[src/rtl/load_data_extender.sv]
// Load-path sign/zero extension: picks the byte/halfword lane of a little-endian
// memory word by byte offset and extends it to 32 bits, optionally registered.
module load_data_extender #(
  parameter bit REG_OUT = 1'b1
) (
  input  logic        clk,
  input  logic        rst,
  input  logic [7:0]  in8,
  input  logic [15:0] in16,
  input  logic        EXTOp,
  output logic [31:0] ext8_out,
  output logic [31:0] ext16_out,
  input  logic        valid_in,
  input  logic [1:0]  MemOp,
  input  logic [31:0] word_in,
  input  logic [1:0]  byte_off,
  output logic        valid_out,
  output logic [31:0] out32,
  output logic        misalign
);

  typedef struct packed {
    logic [31:0] data;
    logic        misalign;
  } ld_rsp_t;

  function automatic logic [31:0] ext8(input logic [7:0] v, input logic sext);
    return sext ? {{24{v[7]}}, v} : {24'b0, v};
  endfunction

  function automatic logic [31:0] ext16(input logic [15:0] v, input logic sext);
    return sext ? {{16{v[15]}}, v} : {16'b0, v};
  endfunction

  assign ext8_out  = ext8(in8, EXTOp);
  assign ext16_out = ext16(in16, EXTOp);

  logic [7:0]  lane8;
  logic [15:0] lane16;
  ld_rsp_t     rsp;

  always_comb begin
    lane8 = word_in[7:0];
    case (byte_off)
      2'd1:    lane8 = word_in[15:8];
      2'd2:    lane8 = word_in[23:16];
      2'd3:    lane8 = word_in[31:24];
      default: lane8 = word_in[7:0];
    endcase
    lane16 = byte_off[1] ? word_in[31:16] : word_in[15:0];
  end

  // Word loads (and the reserved 2'b11 encoding) bypass offset and EXTOp
  // entirely so X on those inputs cannot leak into the result.
  always_comb begin
    rsp.data     = word_in;
    rsp.misalign = 1'b0;
    case (MemOp)
      2'b00: rsp.data = ext8(lane8, EXTOp);
      2'b01: begin
        if (byte_off[0]) begin
          rsp.data     = 32'h0;
          rsp.misalign = 1'b1;
        end else begin
          rsp.data = ext16(lane16, EXTOp);
        end
      end
      default: rsp.data = word_in;
    endcase
  end

  generate
    if (REG_OUT) begin : g_reg
      logic [31:0] out32_q, out32_d;
      logic        misalign_q, misalign_d;
      logic        valid_q, valid_d;

      always_comb begin
        out32_d    = out32_q;
        misalign_d = misalign_q;
        valid_d    = valid_in;
        if (valid_in) begin
          out32_d    = rsp.data;
          misalign_d = rsp.misalign;
        end
      end

      always_ff @(posedge clk) begin
        if (rst) begin
          out32_q    <= 32'h0;
          misalign_q <= 1'b0;
          valid_q    <= 1'b0;
        end else begin
          out32_q    <= out32_d;
          misalign_q <= misalign_d;
          valid_q    <= valid_d;
        end
      end

      assign out32     = out32_q;
      assign misalign  = misalign_q;
      assign valid_out = valid_q;
    end else begin : g_comb
      assign out32     = rsp.data;
      assign misalign  = rsp.misalign;
      assign valid_out = valid_in;
    end
  endgenerate

endmodule

[config.mk]
export PLATFORM = sky130hd
export DESIGN_NAME = load_data_extender
export DESIGN_NICKNAME = d
export VERILOG_FILES = /design/src/rtl/load_data_extender.sv
export SDC_FILE = /design/constraint.sdc
export NUM_CORES = 1
export LEC_CHECK = 0
export ABC_CLOCK_PERIOD_IN_PS = 2000
export CAP_MARGIN = 15
export CORE_UTILIZATION = 37
export CTS_BUF_LIST = sky130_fd_sc_hd__clkbuf_16
export CTS_CLUSTER_SIZE = 8
export DETAILED_ROUTE_END_ITERATION = 10
export GPL_ROUTABILITY_DRIVEN = 0
export HOLD_SLACK_MARGIN = 0.1
export PLACE_DENSITY_LB_ADDON = 0.05
export SETUP_SLACK_MARGIN = 0.15
export SLEW_MARGIN = 15
export SYNTH_ARGS = -nofsm -noshare
export SYNTH_HDL_FRONTEND = slang
export SYNTH_SLANG_ARGS = --single-unit
[constraint.sdc]
create_clock -name clk -period 2 [get_ports clk]
set_clock_uncertainty 0.2 [all_clocks]
set_input_delay 0.3 -clock clk [delete_from_list [all_inputs] [get_ports clk]]
set_output_delay 0.3 -clock clk [all_outputs]
set_load 0.01 [all_outputs]
==> metrics <==
Mapped Nets=368; first-pass GRT wire length=11800 µm; Int Pwr=1.52 mW; P per Cell Area=605 nW/µm²; largest net degree at the start of global routing=33; Yosys top cell by area=dfxtp_1; Slew @ Worst Pin=570 ps; Fillers=625; Post-Layout Cell Count=457; total grt overflow=0; CTS buffer count=5; DP Area=3500 µm²; via count=2469; TritonCTS Sinks=34; CP required=1500 ps; drt wl/cell=16.5 µm; part of the power in registers=34.6%; worst hold slack=269 ps; Ports=162; fin area=3560 µm²; synthesized flop and latch total=34; initial antenna violation count=0; Synth Area per Inst=8.13 µm²; CP arrival=1310 ps; Worst Hold Class=register to register; CTS tree=done; Hold Buf Count CTS=0; Sw Ratio=29.3%; crit end category=output port; post-route ant nets=0; total global routing track utilization=20.9%; largest buffer count on any clock path=2; DRC=0; Leak=1.53 nW; top post-synthesis cells by count=buf_4 (62), dfxtp_1 (34), nand2_1 (31), mux2i_1 (20); Combinational Power Share=30.3%; final hold vios=0; CTS root buf=clkbuf_16; Die Ht=83.7 µm; VDD IR-drop max=0.320 mV; Syn Std Cell Area=2470 µm²; share of layout cells above drive strength 1=21.3%; clock network power share=35.1%; TritonRoute pass-1 iters=4; Seq/Total Area, Yosys=27.5%; final setup violation count=0; CP cell instances=clkdlybuf4s50_1, and2_4, buf_12, dlygate4sd2_1; Core Rows=29; Routed WL=7540 µm; Post-Place Cells=449; total of max-cap violations=0; Rel. slew slack=61.9%; Skew-Pair Late Insertion Delay=280 ps; Cells after Synth=304; synth warn=0; dpl hpwl=5540 µm; Final min period=1810 ps; via/cell ratio=5.40; most common cell in the netlist=buf_4; Synth cell types=35; fmax=552 MHz; Initial Util=38.7%; clock-pin transition on the worst setup and hold timing paths=60 ps; I/O Buffers=117; fraction of registers with async set/reset=0%; Top FF cell, synth=dfxtp_1; Synth area leaders=dfxtp_1 (28%), buf_4 (19%), mux2i_1 (8.1%); Slowest-stage cell, CP=clkdlybuf4s50_1; Setup crit start kind=primary input; Die X=83.7 µm; area grow syn2layout=43.9%; period utilisation layout=90.7%; outcome=finished clean; fin nets=443; antenna cell count=0; Die ar.=7010 µm²; Post-CTS Repair Setup Buffers=0; Max Fanout on Critical Path=16; Core Area=6390 µm²; fin. max-slew vios=0; Yosys top cell area share=27.5%; number of flops mapped to enable cells by yosys=0; Psw=0.630 mW; Largest stage delay, worst path=480 ps; vias in the first global route=2266; RSZ-0062 raised after global routing=yes; H-tree depth=2; WS Path Type=primary input to output port; DR iter-0 viols=133
## flip-flops by register name, indices dropped and copies added, names as in the netlist
name       count
valid_out      1
misalign       1
out32         32
## path summary, 6_finish.rpt
path / startpoint / to / slack (ps) / cells past startpoint
worst max-delay path: in16[15] / ext16_out[27] / 190 / 4
worst min-delay path: out32[11]$_SDFFE_PP0P_ / out32[11]$_SDFFE_PP0P_ / 270 / 1
worst max register to register: out32[7]$_SDFFE_PP0P_ / out32[7]$_SDFFE_PP0P_ / 1050 / 2
worst min register to register: out32[11]$_SDFFE_PP0P_ / out32[11]$_SDFFE_PP0P_ / 270 / 1
## layout by cell type, fill, tap and decap left out, types with 3 or more instances in the layout
cell type and instances:
mux2i_1 18, nor3_1 6, clkbuf_2 24, dfxtp_1 34
clkdlybuf4s50_1 69, nand2b_1 10, a32o_1 7, a32oi_1 7
nor2_1 10, nand3_1 17, a211oi_1 17, o21ai_0 17
a22o_1 7, buf_12 4, a221oi_1 5, buf_4 32
clkbuf_16 5, nand2_1 30, o211ai_1 8, dlymetal6s2s_1 4
dlygate4sd2_1 19, nor2b_1 3
## power groups by stage
stage	Combinational (mW)	Clock, mW	Sequential (mW)
final	0.651	0.756	0.745
after global routing	0.701	0.791	0.751
after CTS	0.646	0.762	0.746
after detailed placement	0.674	0	0.760
after global placement	0.666	0	0.760
after floorplan	0.366	0	0.779
## repair_timing
| action | CTS | global route |
|---|---|---|
| pin swaps | 0 | 3 |
| setup endpoints to repair | 71 | 64 |
| gates resized for setup | 47 | 62 |
## final cells by class
| type | count | area [µm²] | area share (%) |
|---|---|---|---|
| Timing Repair Buffer | 155 | 1380 | 38.8 |
| Multi-Input combinational cell | 182 | 1250 | 35.3 |
| Sequential cell | 34 | 681 | 19.1 |
| Clock buffer | 5 | 125 | 3.52 |
| Tap cell | 77 | 96.3 | 2.71 |
| Clock inverter | 3 | 16.3 | 0.457 |
| Inverter | 1 | 3.75 | 0.106 |
## through the flow
step	util (%)	TNS (ps)	total power [mW]	setup WS, ps
2_1_floorplan	-	0	1.15	226
3_3_place_gp	54.7	-15750	1.43	-286
3_5_place_dp	54.7	-16920	1.43	-309
4_1_cts	56.2	0	2.15	149
5_1_grt	55.7	0	2.24	136
6_report	55.7	0	2.15	187
## logic make-up (layout without fill, tap and decap cells)
group / after synthesis / count (layout) / share of synthesized area [%]
buffers and inverters: 88 / 164 / 23.6
AND/OR/NAND/NOR: 84 / 84 / 16.2
AO/OA/AOI/OAI: 76 / 76 / 23.2
flip-flops: 34 / 34 / 27.5
multiplexers: 22 / 22 / 9.46
## layer usage
| metal | global-route usage, % | wire length, µm |
|---|---|---|
| met5 | 0 | 0 |
| met4 | 4.78 | 89 |
| met3 | 5.04 | 600 |
| met2 | 34.7 | 3520 |
| met1 | 27.4 | 3330 |
## worst max-delay path: cells and delay by family
family	cells	cell delay, ps
buf+inv	3	850
simple gates	1	160
(Power assumes the default switching activity.)
